File: src/rtl/mem_access_unit.sv
// MEM-stage load/store unit: drives a req/ack data-RAM port and registers the WB outputs.
// Big-endian lane mapping; misaligned accesses raise exc_adel/exc_ades without a bus request.
module mem_access_unit #(
    parameter int unsigned DATA_W = 32,
    parameter int unsigned ADDR_W = 32,
    parameter int unsigned REG_W  = 7
) (
    input  logic                  clk,
    input  logic                  rst,
    input  logic                  in_valid,
    output logic                  in_ready,
    output logic                  stall,
    input  logic                  flush,
    input  logic                  MemReadM,
    input  logic                  MemWriteM,
    input  logic [2:0]            MemReadType,
    input  logic [ADDR_W-1:0]     ALUout,
    input  logic [DATA_W-1:0]     StoreData,
    input  logic                  RegWriteM,
    input  logic                  MemtoRegM,
    input  logic [REG_W-1:0]      WriteRegister,
    input  logic [31:0]           PCin,
    output logic                  mem_req,
    output logic [DATA_W/8-1:0]   mem_we,
    output logic [ADDR_W-1:0]     mem_addr,
    output logic [DATA_W-1:0]     mem_wdata,
    input  logic [DATA_W-1:0]     mem_rdata,
    input  logic                  mem_ack,
    output logic                  wb_valid,
    output logic [DATA_W-1:0]     RAMout,
    output logic [ADDR_W-1:0]     ALUoutW,
    output logic                  RegWriteW,
    output logic                  MemtoRegW,
    output logic [REG_W-1:0]      WriteRegisterW,
    output logic [31:0]           PCout,
    output logic                  exc_adel,
    output logic                  exc_ades
);

    localparam int unsigned NB    = DATA_W / 8;
    localparam int unsigned LaneW = $clog2(NB);

    typedef enum logic {StIdle, StBus} state_e;

    state_e stateQ, stateD;

    // Request and pass-through fields held for the duration of the bus access
    logic [ADDR_W-1:0] reqAddrQ, reqAddrD;
    logic [NB-1:0]     reqWeQ, reqWeD;
    logic [DATA_W-1:0] reqWdataQ, reqWdataD;
    logic [LaneW-1:0]  laneQ, laneD;
    logic [1:0]        sizeQ, sizeD;
    logic              signQ, signD;
    logic              isLoadQ, isLoadD;
    logic              flushQ, flushD;
    logic [ADDR_W-1:0] aluQ, aluD;
    logic              regWriteQ, regWriteD;
    logic              memtoRegQ, memtoRegD;
    logic [REG_W-1:0]  wrRegQ, wrRegD;
    logic [31:0]       pcQ, pcD;

    logic              wbValidQ, wbValidD;
    logic [DATA_W-1:0] ramOutQ, ramOutD;
    logic [ADDR_W-1:0] aluWQ, aluWD;
    logic              regWriteWQ, regWriteWD;
    logic              memtoRegWQ, memtoRegWD;
    logic [REG_W-1:0]  wrRegWQ, wrRegWD;
    logic [31:0]       pcWQ, pcWD;
    logic              adelQ, adelD;
    logic              adesQ, adesD;

    logic [1:0]        sizeIn;
    logic [2:0]        alignMask;
    logic              isMem;
    logic              misaligned;
    logic [NB-1:0]     weIn;
    logic [DATA_W-1:0] wdataIn;
    logic [DATA_W-1:0] shifted;
    logic [DATA_W-1:0] loadMask;
    logic [DATA_W-1:0] loadData;
    int unsigned       keepBits;

    // Decode of the instruction presented by EX/MEM
    always_comb begin
        sizeIn = MemReadType[1:0];
        if (DATA_W == 32 && sizeIn == 2'b11) begin
            sizeIn = 2'b10;
        end
        alignMask  = 3'((4'd1 << sizeIn) - 4'd1);
        isMem      = MemReadM | MemWriteM;
        misaligned = isMem && ((ALUout[2:0] & alignMask) != 3'b000);
        weIn       = ({NB{1'b1}} << (NB - (32'd1 << sizeIn))) >> ALUout[LaneW-1:0];
        wdataIn    = '0;
        for (int unsigned b = 0; b < NB; b++) begin
            wdataIn[8*b +: 8] = StoreData[8*(b & ((32'd1 << sizeIn) - 32'd1)) +: 8];
        end
    end

    // Lane L sits at the top after shifting left by 8L; right-align by the unused width
    always_comb begin
        shifted  = mem_rdata << {laneQ, 3'b000};
        keepBits = DATA_W - (32'd8 << sizeQ);
        loadMask = {DATA_W{1'b1}} >> keepBits;
        loadData = shifted >> keepBits;
        if (signQ && shifted[DATA_W-1]) begin
            loadData = loadData | ~loadMask;
        end
    end

    always_comb begin
        stateD     = stateQ;
        reqAddrD   = reqAddrQ;
        reqWeD     = reqWeQ;
        reqWdataD  = reqWdataQ;
        laneD      = laneQ;
        sizeD      = sizeQ;
        signD      = signQ;
        isLoadD    = isLoadQ;
        flushD     = flushQ;
        aluD       = aluQ;
        regWriteD  = regWriteQ;
        memtoRegD  = memtoRegQ;
        wrRegD     = wrRegQ;
        pcD        = pcQ;
        wbValidD   = 1'b0;
        ramOutD    = ramOutQ;
        aluWD      = aluWQ;
        regWriteWD = regWriteWQ;
        memtoRegWD = memtoRegWQ;
        wrRegWD    = wrRegWQ;
        pcWD       = pcWQ;
        adelD      = adelQ;
        adesD      = adesQ;

        unique case (stateQ)
            StIdle: begin
                if (in_valid && !flush) begin
                    if (isMem && !misaligned) begin
                        stateD    = StBus;
                        reqAddrD  = {ALUout[ADDR_W-1:LaneW], {LaneW{1'b0}}};
                        reqWeD    = MemWriteM ? weIn : '0;
                        reqWdataD = wdataIn;
                        laneD     = ALUout[LaneW-1:0];
                        sizeD     = sizeIn;
                        signD     = MemReadType[2];
                        isLoadD   = ~MemWriteM;
                        flushD    = 1'b0;
                        aluD      = ALUout;
                        regWriteD = RegWriteM;
                        memtoRegD = MemtoRegM;
                        wrRegD    = WriteRegister;
                        pcD       = PCin;
                    end else begin
                        wbValidD   = 1'b1;
                        ramOutD    = '0;
                        aluWD      = ALUout;
                        regWriteWD = RegWriteM & ~misaligned;
                        memtoRegWD = MemtoRegM;
                        wrRegWD    = WriteRegister;
                        pcWD       = PCin;
                        adelD      = misaligned & ~MemWriteM;
                        adesD      = misaligned & MemWriteM;
                    end
                end
            end
            StBus: begin
                if (flush) begin
                    flushD = 1'b1;
                end
                if (mem_ack) begin
                    stateD = StIdle;
                    // A flushed access still finishes on the bus but never reaches WB
                    if (!flushQ && !flush) begin
                        wbValidD   = 1'b1;
                        ramOutD    = isLoadQ ? loadData : '0;
                        aluWD      = aluQ;
                        regWriteWD = regWriteQ;
                        memtoRegWD = memtoRegQ;
                        wrRegWD    = wrRegQ;
                        pcWD       = pcQ;
                        adelD      = 1'b0;
                        adesD      = 1'b0;
                    end
                end
            end
        endcase
    end

    always_ff @(posedge clk or negedge rst) begin
        if (!rst) begin
            stateQ     <= StIdle;
            reqAddrQ   <= '0;
            reqWeQ     <= '0;
            reqWdataQ  <= '0;
            laneQ      <= '0;
            sizeQ      <= '0;
            signQ      <= 1'b0;
            isLoadQ    <= 1'b0;
            flushQ     <= 1'b0;
            aluQ       <= '0;
            regWriteQ  <= 1'b0;
            memtoRegQ  <= 1'b0;
            wrRegQ     <= '0;
            pcQ        <= '0;
            wbValidQ   <= 1'b0;
            ramOutQ    <= '0;
            aluWQ      <= '0;
            regWriteWQ <= 1'b0;
            memtoRegWQ <= 1'b0;
            wrRegWQ    <= '0;
            pcWQ       <= '0;
            adelQ      <= 1'b0;
            adesQ      <= 1'b0;
        end else begin
            stateQ     <= stateD;
            reqAddrQ   <= reqAddrD;
            reqWeQ     <= reqWeD;
            reqWdataQ  <= reqWdataD;
            laneQ      <= laneD;
            sizeQ      <= sizeD;
            signQ      <= signD;
            isLoadQ    <= isLoadD;
            flushQ     <= flushD;
            aluQ       <= aluD;
            regWriteQ  <= regWriteD;
            memtoRegQ  <= memtoRegD;
            wrRegQ     <= wrRegD;
            pcQ        <= pcD;
            wbValidQ   <= wbValidD;
            ramOutQ    <= ramOutD;
            aluWQ      <= aluWD;
            regWriteWQ <= regWriteWD;
            memtoRegWQ <= memtoRegWD;
            wrRegWQ    <= wrRegWD;
            pcWQ       <= pcWD;
            adelQ      <= adelD;
            adesQ      <= adesD;
        end
    end

    assign in_ready       = (stateQ == StIdle);
    assign stall          = ~in_ready;
    assign mem_req        = (stateQ == StBus);
    assign mem_we         = reqWeQ;
    assign mem_addr       = reqAddrQ;
    assign mem_wdata      = reqWdataQ;
    assign wb_valid       = wbValidQ;
    assign RAMout         = ramOutQ;
    assign ALUoutW        = aluWQ;
    assign RegWriteW      = regWriteWQ;
    assign MemtoRegW      = memtoRegWQ;
    assign WriteRegisterW = wrRegWQ;
    assign PCout          = pcWQ;
    assign exc_adel       = adelQ;
    assign exc_ades       = adesQ;

endmodule
File: config.mk
export PLATFORM = sky130hd
export DESIGN_NAME = mem_access_unit
export DESIGN_NICKNAME = d
export VERILOG_FILES = /design/src/rtl/mem_access_unit.sv
export SDC_FILE = /design/constraint.sdc
export NUM_CORES = 1
export LEC_CHECK = 0
export ABC_AREA = 1
export BUFFER_PORTS_ARGS = -buffer_cell sky130_fd_sc_hd__buf_2
export CAP_MARGIN = 25
export CORE_ASPECT_RATIO = 0.75
export CORE_MARGIN = 8
export CORE_UTILIZATION = 30
export DETAILED_ROUTE_END_ITERATION = 8
export SYNTH_ARGS = -nofsm -noshare
export SYNTH_HDL_FRONTEND = slang
export SYNTH_SLANG_ARGS = --single-unit
File: constraint.sdc
create_clock -name clk -period 3.1 [get_ports clk]
set_input_delay 0.31 -clock clk [delete_from_list [all_inputs] [get_ports clk]]
set_output_delay 0.31 -clock clk [all_outputs]
set_load 0.03 [all_outputs]
Word-level counts from Yosys, hierarchy flattened. Cells that the tools add are included.

Flip-flop bits (word level): 255. Bits of input ports: 147. Output and inout bits: 179. Logic and storage cells: 122.

Add/subtract/negate cells: 4. Eq/ne operators: 7. Shifts and indexed selects: 11. Mux-type cells: 55. Bitwise operators: 10. Reduce and logical (&&, ||, !) cells: 12.

Operators by type and width (number): two-way mux 32 bit (14); one-hot mux 32 bit (2 select lines) (3); indexed part select 32 x 6 -> 8 bit (2); inverter 32 bit (1); OR 32 bit (1); indexed part select 32 x 5 -> 8 bit (1); << shifter 1 x 2 -> 32 bit, first input constant (1); << shifter 32 x 5 -> 32 bit (1); << shifter 4 x 2 -> 32 bit, first input constant (1); << shifter 4 x 32 -> 4 bit, first input constant (1); right shift 32 x 32 -> 32 bit (1); right shift 32 x 32 -> 32 bit, first input constant (1); subtractor 3 x 32 -> 32 bit, first input constant (1); subtractor 6 x 32 -> 32 bit, first input constant (1); two-way mux 7 bit (4); two-way mux 1 bit (24); one-hot mux 1 bit (2 select lines) (7); one-hot mux 7 bit (2 select lines) (1); != test 2 x 1 -> 1 bit, second input constant (3); != test 2 bit, second input constant (3); AND reduction 3 bit (2); logical AND 1 bit (5); two-way mux 4 bit (1); AND reduction 4 bit (1); other kinds (12) (18).

Depth between registers and ports, before layout.
Word-level depth: 12. Gate-level depth with buffers: 12. Depth with buffers taken out: 12.

Worst setup path after synthesis. OpenSTA, ideal clock, no wires.

Path kind: flip-flop to flip-flop. Start point: register sizeQ[0]. End point: register ramOutQ[0] (netlist: RAMout[0]). Setup time: 65 ps. Data arrival time: 1593 ps. Data required time: 3035 ps. Slack: 1442 ps. Cell stages (with the launch flop): 13. Path buffers: 1. Clock period less this slack: 1658 ps. Cell sequence: dfrtp_1 inv_1 ha_1 nand2_1 inv_2 nor2_2 buf_2 nor2_1 a21oi_1 nand2_1 nand2_1 nand2_1 nand2_1.

Longest elaborated chain between the ends: 10. Elaborated cells between the ends (all ways): 11. Those cells by class: add/sub (1); shift (3); mux (5); bitwise (2).

Ends and longest elaborated chain: from (decl) (RTL line 52) `logic [1:0] sizeQ, sizeD;`; from (signal assigned) (RTL line 220) `sizeQ <= sizeD;`; << shifter 4 x 2 -> 32 bit * (RTL line 102) `keepBits = DATA_W - (32'd8 << sizeQ);`; subtractor 6 x 32 -> 32 bit * (RTL line 102); right shift 32 x 32 -> 32 bit (RTL line 103) `loadMask = {DATA_W{1'b1}} >> keepBits;`; inverter 32 bit (RTL line 106) `loadData = loadData | ~loadMask;`; OR 32 bit (RTL line 106); two-way mux 32 bit * (RTL line 105) `if (signQ && shifted[DATA_W-1]) begin`; two-way mux 32 bit * (RTL line 175) `ramOutD = isLoadQ ? loadData : '0;`; two-way mux 32 bit * (RTL line 173) `if (!flushQ && !flush) begin`; two-way mux 32 bit * (RTL line 170) `if (mem_ack) begin`; one-hot mux 32 bit (2 select lines) * (RTL line 135) `unique case (stateQ)`; to (signal assigned) (RTL line 230) `ramOutQ <= ramOutD;`; to (decl) (RTL line 63) `logic [DATA_W-1:0] ramOutQ, ramOutD;`.

Every way passes the cells marked *; elsewhere a longest branch is shown, timed or not. The select of a mux whose other input is x is not followed. A chain may end at the register's enable or synchronous reset.

Worst setup path after layout.
Start point: register sizeQ[0]. End point: register ramOutQ[25] (netlist: RAMout[25]).

The elaborated chain is that of the path after synthesis.

==> impl_results.md <==
* Status: finished, final reports clean
* Sequential share of the synthesized area at 0.5143
* Critical Path, Cell by Cell: inv_1 -> ha_1 -> nand2_1 -> inv_2 -> nor2_2 -> nor2_4 -> inv_1 -> o21ai_0 -> nand2_1 -> nand2_1
* Final Instance Count excl. Fillers at 2216
* Register area at 5582 sq um
* Post-synth top cells: nand2_1 (674), dfrtp_1 (223), nor2_1 (94)
* Yosys reg bits at 223
* Total chip power at 11.17 mW
* Post-synthesis adder-cell area fraction at 0.005766
* Max stage delay on crit path at 0.74 ns
* I/O Pins at ~330
* Fin area at 14120 sq um
* Pleak at 7.445 nW
* CTS tree: yes
* Power density cells at 790.5 nW/um^2
* Clock network power share at 0.260
* Grt ovf at 0
* Placed Cells at 2096
* GRT Util Overall at 0.1679
* Vias/cell at ~4.7
* Core ar. at about 36000 sq um
* GP Congestion at around 0.86
* F_max at 373.3 MHz
* Rel. slew slack at 0.3343
* Synth Area in Compound Gates at 0.09375
* Endpoints failing setup at 0
* CTS Root Cell: clkbuf_16
* Largest net degree at the start of global routing at 149
* Register share of total power at 0.364
* First-pass GRT wire length at 58880 um
* Number of synthesized flops with an enable pin at 0
* Slowest stage cell, crit path: nor2_2
* Comb power frac at 0.376
* Slew of the pin with the lowest slew margin at 0.9985 ns
* Xor and xnor fraction of the mapped netlist area at 0
* Synth-to-layout area growth at 30.18%
* Vias in the first global route at 10.40k
* # DRC at 0
* Ratio of cells with drive above 1 in the final layout at 0.2257
* Tcrit/Tclk final at 0.8641
* Die Area at 42570 sq um
* WL per Instance at between 15 and 20 um
* Core Rows at 60
* Async S/R FF share, synth at 1.000
* Via Count at 10.39k
* Top-count cell post-synth: nand2_1
* Post-route ant nets at 0
* Worst path arrival time at 3.10 ns
* Main synth FF type: dfrtp_1
* Starting DRT DRC Count at 716
* Worst setup SP type: register
* Starting Density at 0.3036
* Final hold vios at 0
* Hold Crit Class: primary input to register
* Setup repair after global routing missed its margin: false
* Clock buffer depth at 3
* Worst vdd ir at 0.4584 mV
* Simple-Gate Fraction of Synth Area at 0.3085
* Largest family of logic cells by synthesized area: simple AND/OR/NAND/NOR gates
* Clock slew at reported path FFs at 0.06 ns
* Switching power total at 4.599 mW
* Post-route minimum period at 2.679 ns
* YS warnings at 0
* Mapped Cells at 1406
* PortBufs at 323
* TritonCTS Buffers at 25
* Synth Cell Area at between 10000 and 15000 sq um
* Cell taking the most area after synthesis: dfrtp_1
* Area contributors post-synth: dfrtp_1 (51%), nand2_1 (23%), a31oi_1 (4.2%)
* Crit. End Element: register
* Multi-input gate area at 4454 sq um
* Post-detail-place hpwl at roughly 25000 um
* Post-synthesis mux area share at 0.001845
* Max-cap violations at 0
* First-pass detailed-route iteration total at 5
* DRT Wirelength at approximately 37000 um
* H-tree levels at 1
* Synth top area share at 0.5143
* Setup_tns at 0 ns
* CP most frequent cell: nand2_1
* Die Width at 235.6 um
* Crit-path max FO at 21
* Clk_lat worst skew at 0.53 ns
* Class of the most critical setup path: register to register
* Max Slew Vio Count at 0
* Syn Area/Cell at approximately 7.7 sq um
* Antenna violations before repair at 1
* Data required, critical path at between 3 and 4 ns
* Dpl cell area at 12590 sq um
* R2R setup slack at 0.42 ns
* Final #Nets at 1884
* Die height at 180.7 um
* Yosys cell types at 33
* Int Power at 6.567 mW
* Sw frac at 0.4119
* Skew final at 0.009596 ns
* Fill count at ~3.7k
* CTS sink cnt at 223
==> worst max-delay path: cells and delay by family (launching register included) <==
family,cells,cell delay (ns)
simple gates,5,1.23
buf+inv,3,0.44
flops,1,0.40
fa+ha+maj,1,0.37
compound gates,1,0.13
==> stage by stage <==
stage	hold slack, ns	util	setup WS (ns)
after floorplan	0.01441	-	1.442
after global placement	0.4159	0.3523	0.5502
after detailed placement	0.4126	0.3523	0.4498
after CTS	0.0007293	0.3952	0.4333
after global routing	0.009514	0.3953	0.1006
final	0.03391	0.3953	0.4212
==> logic make-up after synthesis <==
family                     Yosys count
muxes                                2
adders and majority gates            5
DFF                                223
and+or+nand+nor                    846
other                                1
buffers and inverters              150
AOI/OAI and AO/OA                  179
==> cell type report <==
type                    count  area share
multi-input cells        1034      0.3154
flip-flops and latches    223      0.3952
clock inverters             7    0.004872
inverters                  34    0.009124
clock buffers              38     0.05129
diodes                      1   0.0001772
repair buffers            414      0.1828
well taps                 465     0.04119
==> sequential cells by signal, summed over array words and instances (netlist names), 7 cells and up <==
signal / count
ALUoutW: 32
PCout: 32
RAMout: 32
mem_wdata: 32
pcQ: 32
aluQ: 31
WriteRegisterW: 7
wrRegQ: 7
==> power by group through the flow <==
stage                     Sequential [mW]  Combinational, mW  Clock, mW
after floorplan                      4.95               2.05          0
after global placement               4.08               4.14          0
after detailed placement             4.10               4.16          0
after CTS                            4.06               4.25       3.01
after global routing                 4.16               4.63       3.12
final                                4.06               4.20       2.91
==> per-layer routing <==
layer  vias to the layer above  part of all wire  track usage  wire [um]
met5                         -                 0            0          0
met1                      4885              0.44       0.2185      16250
li1                       5127                 -            -          -
met2                       324              0.46       0.2743      17020
met3                        54             0.066      0.04166       2436
met4                         0             0.032      0.04916       1168
==> worst paths after layout <==
check | start | endpoint | cells past startpoint
max | sizeQ[0]$_DFFE_PN0P_ | RAMout[25]$_DFFE_PN0P_ | 10
min | PCin[0] | pcQ[0]$_DFFE_PN0P_ | 3
max reg2reg | sizeQ[0]$_DFFE_PN0P_ | RAMout[25]$_DFFE_PN0P_ | 10
min reg2reg | exc_ades$_DFFE_PN0P_ | exc_ades$_DFFE_PN0P_ | 2
max in group asynchronous | rst | PCout[11]$_DFFE_PN0P_ | 3
min in group asynchronous | rst | RAMout[21]$_DFFE_PN0P_ | 2
==> placed cells by master (no fill, tap or decap), types with 2 or more instances in the layout <==
master and count:
a21oi_1 36, inv_1 27, nand3_1 47, o21ai_0 62, ha_1 5, clkinv_1 2
o31ai_1 2, nor2_2 3, inv_2 4, dlygate4sd3_1 74, clkbuf_1 8, nand2_2 2
nor2_1 94, clkinv_2 4, nor2_4 3, clkbuf_8 5, nand4_1 17, conb_1 2
a31oi_1 73, buf_12 7, dfrtp_1 222, a2bb2oi_1 2, o21a_1 2, mux2i_1 2
nand2_1 674, clkinvlp_4 2, buf_4 10, clkbuf_16 25, buf_2 322
==> timing repair <==
item,4_1_cts,5_1_grt
endpoints found under the hold margin,161,0
hold buffers,74,0
setup buffers,0,0
resized for setup,0,0
Power figures use the tool's default switching activity.
